## src/rtl/seq_div_pkg.sv

```systemverilog
// Shared types for the sequential divider: ALU opcodes and FSM states.
package seq_div_pkg;

    typedef enum logic [2:0] {
        ALU_DIV  = 3'd0,
        ALU_DIVU = 3'd1,
        ALU_REM  = 3'd2,
        ALU_REMU = 3'd3
    } alu_op_t;

    typedef enum logic [2:0] {
        IDLE    = 3'd0,
        CALC    = 3'd1,
        FIX     = 3'd2,
        SPECIAL = 3'd3,
        DONE    = 3'd4
    } div_state_t;

    function automatic logic is_div_op(alu_op_t op);
        return (op == ALU_DIV) || (op == ALU_DIVU) || (op == ALU_REM) || (op == ALU_REMU);
    endfunction

    function automatic logic is_signed_op(alu_op_t op);
        return (op == ALU_DIV) || (op == ALU_REM);
    endfunction

    function automatic logic is_rem_op(alu_op_t op);
        return (op == ALU_REM) || (op == ALU_REMU);
    endfunction

endpackage

```

## src/rtl/seq_div_step.sv

```systemverilog
// One combinational radix-2 restoring step: shift {acc,quo} left, subtract divisor if it fits.
module div_step #(
    parameter int WIDTH = 32
) (
    input  logic [WIDTH:0]   acc,
    input  logic [WIDTH-1:0] quo,
    input  logic [WIDTH-1:0] divisor,
    output logic [WIDTH:0]   acc_next,
    output logic [WIDTH-1:0] quo_next
);

    logic [WIDTH:0] shifted;
    logic [WIDTH:0] diff;
    logic           fits;

    assign shifted  = {acc[WIDTH-1:0], quo[WIDTH-1]};
    assign diff     = shifted - {1'b0, divisor};
    // A set top bit would be shifted out, so the shifted value certainly exceeds the divisor.
    assign fits     = acc[WIDTH] || (shifted >= {1'b0, divisor});
    assign acc_next = fits ? diff : shifted;
    assign quo_next = {quo[WIDTH-2:0], fits};

endmodule

```

## src/rtl/seq_div.sv

```systemverilog
// Multi-cycle restoring divider with RISC-V M semantics and valid/ready handshakes.
// Optional build macro SEQ_DIV_EARLY_OUT_EN: |dividend| < |divisor| short-cuts to a 2-cycle result.
module seq_div
    import seq_div_pkg::*;
#(
    parameter int WIDTH           = 32,
    parameter int STEPS_PER_CYCLE = 1
) (
    input  logic             clk,
    input  logic             rst,
    input  logic             in_valid,
    output logic             in_ready,
    input  alu_op_t          op,
    input  logic [WIDTH-1:0] dividend,
    input  logic [WIDTH-1:0] divisor,
    output logic             out_valid,
    input  logic             out_ready,
    output logic [WIDTH-1:0] result,
    output logic             busy
);

    localparam int CW = $clog2(WIDTH + 1);
    localparam logic [CW-1:0]    STEP    = CW'(STEPS_PER_CYCLE);
    localparam logic [CW-1:0]    LAST    = CW'(WIDTH - STEPS_PER_CYCLE);
    localparam logic [WIDTH-1:0] MOST_NEG = {1'b1, {(WIDTH-1){1'b0}}};

    div_state_t       state;
    logic [CW-1:0]    cnt;
    logic [WIDTH:0]   acc;
    logic [WIDTH-1:0] quo;
    logic [WIDTH-1:0] dvs;
    logic             neg_quo;
    logic             neg_rem;
    logic             rem_sel;

    logic             accept;
    logic             op_signed;
    logic             neg_a;
    logic             neg_b;
    logic [WIDTH-1:0] mag_a;
    logic [WIDTH-1:0] mag_b;
    logic             div_zero;
    logic             overflow;
    logic             early;
    logic             special;
    logic [WIDTH-1:0] special_res;

    assign in_ready  = (state == IDLE);
    assign out_valid = (state == DONE);
    assign busy      = (state != IDLE);

    assign accept    = in_valid && in_ready && is_div_op(op);
    assign op_signed = is_signed_op(op);
    assign neg_a     = op_signed && dividend[WIDTH-1];
    assign neg_b     = op_signed && divisor[WIDTH-1];
    assign mag_a     = neg_a ? -dividend : dividend;
    assign mag_b     = neg_b ? -divisor : divisor;
    assign div_zero  = (divisor == '0);
    assign overflow  = op_signed && (dividend == MOST_NEG) && (divisor == '1);

`ifdef SEQ_DIV_EARLY_OUT_EN
    assign early = !div_zero && (mag_a < mag_b);
`else
    assign early = 1'b0;
`endif

    assign special = div_zero || overflow || early;

    // Divide-by-zero and early-out both return the raw dividend as remainder.
    always_comb begin
        special_res = '0;
        if (is_rem_op(op))
            special_res = overflow ? '0 : dividend;
        else if (div_zero)
            special_res = '1;
        else if (overflow)
            special_res = MOST_NEG;
    end

    logic [STEPS_PER_CYCLE:0][WIDTH:0]   acc_chain;
    logic [STEPS_PER_CYCLE:0][WIDTH-1:0] quo_chain;

    assign acc_chain[0] = acc;
    assign quo_chain[0] = quo;

    for (genvar k = 0; k < STEPS_PER_CYCLE; k++) begin : g_step
        div_step #(.WIDTH(WIDTH)) u_step (
            .acc      (acc_chain[k]),
            .quo      (quo_chain[k]),
            .divisor  (dvs),
            .acc_next (acc_chain[k+1]),
            .quo_next (quo_chain[k+1])
        );
    end

    always_ff @(posedge clk or posedge rst) begin
        if (rst) begin
            state   <= IDLE;
            cnt     <= '0;
            acc     <= '0;
            quo     <= '0;
            dvs     <= '0;
            neg_quo <= 1'b0;
            neg_rem <= 1'b0;
            rem_sel <= 1'b0;
            result  <= '0;
        end else begin
            case (state)
                IDLE: begin
                    if (accept) begin
                        rem_sel <= is_rem_op(op);
                        neg_quo <= neg_a ^ neg_b;
                        neg_rem <= neg_a;
                        dvs     <= mag_b;
                        acc     <= '0;
                        cnt     <= '0;
                        if (special) begin
                            quo   <= special_res;
                            state <= SPECIAL;
                        end else begin
                            quo   <= mag_a;
                            state <= CALC;
                        end
                    end
                end
                CALC: begin
                    acc <= acc_chain[STEPS_PER_CYCLE];
                    quo <= quo_chain[STEPS_PER_CYCLE];
                    if (cnt == LAST) begin
                        cnt   <= '0;
                        state <= FIX;
                    end else begin
                        cnt <= cnt + STEP;
                    end
                end
                FIX: begin
                    if (rem_sel)
                        result <= neg_rem ? -acc[WIDTH-1:0] : acc[WIDTH-1:0];
                    else
                        result <= neg_quo ? -quo : quo;
                    state <= DONE;
                end
                SPECIAL: begin
                    result <= quo;
                    state  <= DONE;
                end
                DONE: begin
                    if (out_ready)
                        state <= IDLE;
                end
                default: state <= IDLE;
            endcase
        end
    end

endmodule

```

## config.mk

```make
export PLATFORM = sky130hd
export DESIGN_NAME = seq_div
export DESIGN_NICKNAME = d
export VERILOG_FILES = /design/src/rtl/seq_div_pkg.sv /design/src/rtl/seq_div_step.sv /design/src/rtl/seq_div.sv
export SDC_FILE = /design/constraint.sdc
export NUM_CORES = 1
export LEC_CHECK = 0
export CORE_AREA = 2 2 135 137
export DETAILED_ROUTE_END_ITERATION = 6
export DIE_AREA = 0 0 137 139
export PLACE_DENSITY = 0.92
export SYNTH_ARGS = -nofsm -noshare
export SYNTH_HDL_FRONTEND = slang
export SYNTH_SLANG_ARGS = --single-unit
```

## constraint.sdc

```tcl
create_clock -name clk -period 10.25 [get_ports clk]
set_input_delay 3.075 -clock clk [delete_from_list [all_inputs] [get_ports clk]]
set_output_delay 3.075 -clock clk [all_outputs]
set_load 0.03 [all_outputs]
```

After elaboration in Yosys (flattened, before gate mapping):

Index checks and enable logic that the tools add are counted.

* shifts and indexed selects: 0
* equality and inequality tests: 13
* reductions and logical operators: 23
* multiplexer cells: 24
* $mul: 0
* bitwise logic cells: 1
* $add $sub $neg: 6
* div/mod/pow operators: 0
* $lt $le $gt $ge: 1

Operators by type and width (number)
* 32-bit two-way mux: 11
* 32-bit negator: 4
* 32-bit case mux with 2 select lines: 2
* 33-bit two-way mux: 2
* 33-bit case mux with 2 select lines: 1
* 32-bit == test (second input constant): 2
* 33-bit by 32-bit greater-or-equal comparator with 1-bit output: 1
* 33-bit by 32-bit subtractor with 33-bit output: 1
* 32-bit logical NOT: 1
* 3-bit by 2-bit == test with 1-bit output (second input constant): 4
* 6-bit two-way mux: 2
* 3-bit case mux with 4 select lines: 1
* 6-bit case mux with 2 select lines: 1
* 3-bit two-way mux: 3
* 1-bit logical OR: 7
* 6-bit by 1-bit adder with 6-bit output (second input constant): 1
* 3-bit by 1-bit == test with 1-bit output (second input constant): 2
* 6-bit by 5-bit == test with 1-bit output (second input constant): 1
* 1-bit logical AND: 6
* 3-bit logical NOT: 2
* 2-bit by 1-bit != test with 1-bit output (second input constant): 2
* 2-bit AND reduction: 2
* 2-bit nonzero test: 2
* 3-bit == test (second input constant): 1
* other kinds (6): 6

* RAM bits: 0
* input bits: 71
* ROM bits: 0
* latch bits: 0
* register bits after elaboration: 141
* output and inout bits: 35
* word-level logic and storage cells: 77
* memories: 0

Depth between registers and ports, before layout:

Gate-level depths: netlist (run 1).

* depth in word-level cells: 10
* gate-level depth with buffers: 13

By module:

From an unflattened synthesis (run 1), not the netlist that was laid out.

* cells, all modules: 1528
* area total of the unflattened synthesis: 11876.4 µm²

By module, submodules not included
* seq_div: area each 9377.7 µm², cells an instance 1155, seq. area each 3528.4 µm², times used 1
* div_step: area each 2498.6 µm², cells an instance 373, seq. area each 0.0 µm², times used 1

Worst setup path before layout (run 1):

OpenSTA, ideal clock, no wires.

* path type: input to register
* from: in dividend[6]
* to: reg quo[25]
* path buffers: 0
* arrival time: 5.368 ns
* cell stages on the path: 8
* slack: 4.756 ns
* data required time: 10.124 ns
* cell sequence: or4_4 -> or4_4 -> nor3_4 -> nand2_2 -> or4_4 -> a211oi_2 -> nor3_1 -> a221o_1

* cells in the longest elaborated chain, start to end: 8

Ends and longest elaborated chain
* start, declared: line seq_div.sv:14 `input logic [WIDTH-1:0] dividend,`
* parallel branches: the longest is 5 deep, another holds 32-bit negator
* 32-bit two-way mux *: line seq_div.sv:117 `if (special) begin`
* 32-bit two-way mux *: line seq_div.sv:110 `if (accept) begin`
* 32-bit case mux with 2 select lines *: line seq_div.sv:108 `case (state)`
* end signal, assigned: line seq_div.sv:118 `quo <= special_res;`
* end signal, assigned: line seq_div.sv:121 `quo <= mag_a;`
* end signal, assigned: line seq_div.sv:128 `quo <= quo_chain[STEPS_PER_CYCLE];`
* end, declared: line seq_div.sv:30 `logic [WIDTH-1:0] quo;`

Mark *: on every way between the ends. The select of a mux whose other input is x is not followed.
A chain may end at the register's enable or synchronous reset.

Worst setup path after layout (run 1):

* from: in dividend[22]
* to: reg quo[12]

* cells in the longest elaborated chain, start to end: 8

Ends and longest elaborated chain
* 32-bit == test *: line seq_div.sv:59 `assign overflow = op_signed && (dividend == MOST_NEG) && (divisor == '1);`
* 1-bit logical AND * (2 in series): line seq_div.sv:59
* 32-bit two-way mux: line seq_div.sv:73 `special_res = overflow ? '0 : dividend;`
* 32-bit two-way mux: line seq_div.sv:72 `if (is_rem_op(op))`
* 32-bit two-way mux *: line seq_div.sv:117
* 32-bit two-way mux *: line seq_div.sv:110
* 32-bit case mux with 2 select lines *: line seq_div.sv:108

Mark *: on every way between the ends. The rest lies on a longest branch, timed or not. The select of a mux whose other input is x is not followed.

==> impl_metrics.ini, run 1 <==
[outcome]
status = finished, final reports clean

[cts]
postCtsSetupBuffers = 0
cts_buffers = 17
clockBufferDepth = 2
cts_hold_buf = 0
tritoncts = done
clk_pin_slew_ns = 0.06
htree_levels = 4
cts_resized = 0
clockRootBuffer = clkbuf_16
clkLatencyLatePin_ns = 0.45
clock_sinks = 141

[setup_path]
critical_path.max_stage_delay_ns = 0.96
critPathBufInv = 1
critPathMaxFanout = 21
cp.arrival_ns = 6.95
critPathTopFamily = simple AND/OR/NAND/NOR gates
worst-setup-path-type = primary input to flop
cp_common_cell = o21ai_1
worstPathRequired_ns = 10.55
endpoint_kind = flop
r2r_slack_ns = 6.24
worstPathCellList = clkdlybuf4s50_1 > or4_1 > or3_1 > nor3_1 > nand2b_1 > nor3_2 > nor2_1 > a221o_1 > o21ai_1 > o21ai_1
slowest_stage = nor3_2
start_kind = primary input

[drt]
drc = 0
drtIter0Drc = 1377
wl_mm = 33.0
wl_per_cell_um = 19.3
dr_total_vias = 11300
antenna_left = 0
first_pass_iters = 6
via_per_inst = 6.62

[synth]
yosys-top-cells-area = dfrtp_1, o21ai_0, nand2_1
yosys.area.top_type = dfrtp_1
yosysSeqAreaShare = 0.319
ys.flop_type = dfrtp_1
yosysTopAreaCellShare = 0.319
synth_edf_count = 0
ys_ff_latch = 141
syn-num-nets = 1534
synth_cell_types = 75
async_reset_ff_frac = 1.00
syn-instance-count = 1424
syn_area_um2 = 11100
yosysWarningCount = 0
syn_avg_cell_area_um2 = 7.78

[timing]
hold_viol_final = 0
tightestPinTransition_ns = 1.16
slew_headroom = 0.223
rsz0062_at_grt = no
max_freq_mhz = 150
period_needed_ns = 6.65
slew_viol_final = 0
skew_ns = 0.0127
setup_viol = 0
fin_crit_sh = 0.649
tns_ns = 0

[placement]
gp_congestion = 0.978
placed_cell_area_um2 = 12200
io_buffer_count = 105
dp_hpwl_mm = 24.3

[floorplanning]
core_um2 = 17700
dieArea_um2 = 19000
start_util = 0.627
placementRows = 49
die_w_um = 137
die_height_um = 139
io_pins = 106

[pwr]
vdd_drop_max_uv = 206
leakage_nw = 5.29
p_per_area_nw_per_um2 = 356

[grt]
grt_pass1_wl_mm = 52.9
grt_pass1_vias = 10300
grt_max_degree = 86
gr-total-overflow = 0
grt_antenna_before_repair = 0
grt_usage = 0.350

[run]
max-cap-violations = 0

[layout]
layout_commonest_cell = nand2_1
n_antenna_cell = 0
final_cell_mix = nand2_1, o21ai_0, dfrtp_1, nor2_1, a21oi_1
area_growth_syn_to_layout_pct = 15.7
nets = 1582
layout-drive-gt1-share = 0.0451
fin_area_um2 = 12800

[worst_hold_path]
min_path_type = flop to flop
[final cells by class]
type                    count  area, um2
multi-input cells        1135       6990
fillers                  1418       4840
flip-flops and latches    141       3530
repair buffers            117       1140
clock buffers              17        425
well taps                 229        287
inverters                  60        230
clock inverters            14        220
[report_power, final]
group          total (mW)  switching [mW]  internal [mW]
clock               0.694           0.263          0.431
sequential           1.16           0.347          0.814
combinational        2.70            1.63           1.08
total                4.56            2.24           2.32
[worst paths after layout]
check | start | endpoint | depth (start not counted)
worst max-delay path | dividend[22] | quo[12] | 10
worst min-delay path | result[14] | result[14] | 2
worst max register to register | quo[31] | acc[32] | 13
worst min register to register | result[14] | result[14] | 2
max in group asynchronous | rst | acc[12] | 3
min in group asynchronous | rst | result[8] | 2
[per-stage QoR]
| step | hold WS (ns) | worst slack, ns | std cells | total power [mW] | util |
|---|---|---|---|---|---|
| floorplan | 0.450 | 3.39 | 1424 | 3.04 | - |
| global placement | 0.457 | 3.32 | 1682 | 3.70 | 0.689 |
| detailed placement | 0.461 | 3.26 | 1682 | 3.79 | 0.689 |
| CTS | 0.474 | 3.72 | 1713 | 4.49 | 0.726 |
| global route | 0.505 | 3.36 | 1713 | 4.89 | 0.726 |
| finish | 0.469 | 3.60 | 1713 | 4.56 | 0.726 |
[sequential cells by signal (all words and copies together), names as in the netlist]
name     count
result      32
dvs         32
rem_sel      1
state        3
acc         33
cnt          6
neg_rem      1
neg_quo      1
quo         32
[logic make-up (layout without fill, tap and decap cells)]
kind of cell,after synthesis,count (layout),share of synthesized area
adder cells (fa/ha/maj),39,39,0.0447
buffers and inverters,148,208,0.0522
AND/OR/NAND/NOR,486,486,0.214
AO/OA/AOI/OAI,503,503,0.284
flip-flops,141,141,0.319
multiplexers,17,17,0.0154
XOR/XNOR,90,90,0.0712
[worst min-delay path, cell delays in order (launching register included)]
cell,delay [ns]
dfrtp_1,0.34
nand2_1,0.05
nand2_1,0.05
[metal layers]
layer  GRT usage  vias up  routed length, um
li1            -     5322                  -
met1       0.484     5296              13700
met2       0.533      621              14900
met3      0.0552      103               2970
met4       0.170        0               1380
met5           0        -                  0
[cells in the mapped netlist, drive strengths merged (4+ instances only)]
| cell | instances |
|---|---|
| o31ai | 29 |
| a31oi | 16 |
| clkbuf | 71 |
| o21a | 12 |
| a211o | 4 |
| nand4 | 19 |
| buf | 17 |
| dfrtp | 141 |
| a221o | 13 |
| or2 | 5 |
| a211oi | 12 |
| a22oi | 17 |
| o221ai | 5 |
| mux2i | 17 |
| o22ai | 23 |
| nand2 | 174 |
| ha | 38 |
| nand3 | 27 |
| nor2b | 12 |
| nor4 | 15 |
| nor3 | 41 |
| o41ai | 6 |
| inv | 60 |
| or4 | 15 |
| o211ai | 8 |
| and3 | 7 |
| o21ai | 177 |
| xnor2 | 39 |
| and2 | 6 |
| nor2 | 118 |
| xor2 | 51 |
| nand3b | 6 |
| nand2b | 9 |
| a21oi | 108 |
| o31a | 6 |
| a32oi | 18 |
| or3 | 19 |
| nor3b | 4 |
| a221oi | 4 |
| a21o | 20 |
(Power assumes the default switching activity.)
==> inputs of run 2 (changes only) <==
--- a/config.mk
+++ b/config.mk
@@ -5,10 +5,10 @@
 export SDC_FILE = /design/constraint.sdc
 export NUM_CORES = 1
 export LEC_CHECK = 0
-export CORE_AREA = 2 2 135 137
+export CORE_AREA = 2 2 148 150
 export DETAILED_ROUTE_END_ITERATION = 6
-export DIE_AREA = 0 0 137 139
-export PLACE_DENSITY = 0.92
+export DIE_AREA = 0 0 150 152
+export PLACE_DENSITY = 0.82
 export SYNTH_ARGS = -nofsm -noshare
 export SYNTH_HDL_FRONTEND = slang
 export SYNTH_SLANG_ARGS = --single-unit
==> constraint.sdc (replaced) <==
create_clock -name clk -period 5.4 [get_ports clk]
set_input_delay 1.62 -clock clk [delete_from_list [all_inputs] [get_ports clk]]
set_output_delay 1.62 -clock clk [all_outputs]
set_load 0.03 [all_outputs]
==> impl_metrics.ini, run 2 (synthesis results as in run 1) <==
[floorplanning]
die_height_um = 152
dieArea_um2 = 22800
io_pins = 106
die_w_um = 150
core_um2 = 21400
start_util = 0.519
placementRows = 54

[timing]
tightestPinTransition_ns = 1.04
slew_headroom = 0.307
setup_viol = 0
hold_viol_final = 0
setup_ws_ns = 0.823
tns_ns = 0
period_needed_ns = 4.58
max_freq_mhz = 219
skew_ns = 0.00949
slew_viol_final = 0
rsz0062_at_grt = no
fin_crit_sh = 0.848

[cts]
clockRootBuffer = clkbuf_16
cts_buffers = 17
postCtsSetupBuffers = 0
clk_pin_slew_ns = 0.06
cts_resized = 0
clockBufferDepth = 2
tritoncts = done
clock_sinks = 141
cts_hold_buf = 0
clkLatencyLatePin_ns = 0.43
htree_levels = 4

[layout]
area_growth_syn_to_layout_pct = 16.7
layout_commonest_cell = nand2_1
largest-register = acc
final_cell_mix = nand2_1, o21ai_0, dfrtp_1, nor2_1, a21oi_1
largest_register_ffs = 33
layout-drive-gt1-share = 0.0522
n_antenna_cell = 0
nets = 1593

[drt]
highest_layer = met4
first_pass_iters = 6
routed-wl-met3_mm = 2.24
dr_total_vias = 11200
wl_met2_mm = 15.5
drc = 0
via_per_inst = 6.32
m1WireLength_mm = 14.2
drtIter0Drc = 1213
antenna_left = 0
wl_mm = 33.2
wl_per_cell_um = 18.7

[grt]
grt_pass1_wl_mm = 54.3
grt_antenna_before_repair = 0
grt_max_degree = 62
grt_usage = 0.295
grt_pass1_vias = 10400
gr-total-overflow = 0

[pwr]
clkPwrFrac = 0.136
comb_power_share = 0.596
switching_share = 0.496
seqPwrFrac = 0.268
p_per_area_nw_per_um2 = 654
leakage_nw = 5.31
vdd_drop_max_uv = 285
intPower_mw = 4.27
p_sw_mw = 4.19

[setup_path]
slowest_stage = or4_1
cp.arrival_ns = 4.88
worst-setup-path-type = primary input to flop
rr_startpoint = quo[31]
r2r_slack_ns = 1.41
critPathMaxFanout = 27
worstPathRequired_ns = 5.71
endpoint_kind = flop
cp-startpoint = divisor[6]
worstPathCellList = clkdlybuf4s50_1 > or4_1 > nor3_1 > nand4_2 > or4_1 > buf_4 > nor2_4 > a211o_1 > a21oi_1 > a221o_1
start_kind = primary input
critical_path.max_stage_delay_ns = 0.62
cp_common_cell = or4_1

[outcome]
status = finished, final reports clean

[placement]
io_buffer_count = 105
dp_slack_ns = 0.418
dp_hpwl_mm = 25.3
gp_congestion = 0.995

[worst_hold_path]
holdCritStartpoint = result[14]
min_path_type = flop to flop

[run]
max-cap-violations = 0
==> run 2: worst paths after layout <==
kind / cells after the start / to
setup / recovery: 10 / quo[23]
hold / removal: 2 / result[14]
setup reg to reg: 13 / acc[32]
hold reg to reg: 2 / result[14]
max in group asynchronous: 3 / dvs[19]
min in group asynchronous: 2 / result[8]
==> run 2: cell type report <==
type | count | area, um2
clock buffer | 20 | 467
inverter | 60 | 229
clock inverter | 11 | 110
sequential | 141 | 3530
timing repair buffer | 128 | 1250
multi-input combinational | 1135 | 6990
tap | 280 | 350
fill | 1945 | 8430
==> run 2: worst max-delay path: cells and delay by family <==
family | cells | cell delay [ns]
and+or+nand+nor | 5 | 2.01
buffers and inverters | 2 | 0.76
AOI/OAI and AO/OA | 3 | 0.46
==> run 2: stage by stage <==
| stage | cells | hold WS, ns | area, um2 | utilization | power [mW] |
|---|---|---|---|---|---|
| 6_report | 1775 | 0.471 | 12900 | 0.605 | 8.45 |
| 4_1_cts | 1775 | 0.479 | 12900 | 0.605 | 8.38 |
| 3_3_place_gp | 1744 | 0.456 | 12300 | 0.578 | 7.08 |
| 3_5_place_dp | 1744 | 0.466 | 12300 | 0.578 | 7.20 |
| 5_1_grt | 1775 | 0.498 | 12900 | 0.605 | 9.14 |
| 2_1_floorplan | 1424 | 0.450 | 11100 | - | 5.78 |
==> run 2: power groups by stage <==
stage | combinational [mW] | sequential [mW] | clock (mW)
6_report | 5.04 | 2.27 | 1.15
5_1_grt | 5.61 | 2.33 | 1.21
4_1_cts | 4.97 | 2.24 | 1.17
3_5_place_dp | 4.94 | 2.26 | 0
3_3_place_gp | 4.85 | 2.23 | 0
2_1_floorplan | 3.65 | 2.13 | 0
==> run 2: routing by layer <==
metal,up-vias,GRT usage
met2,493,0.470
li1,5337,-
met5,-,0
met4,0,0.115
met1,5308,0.401
met3,86,0.0480
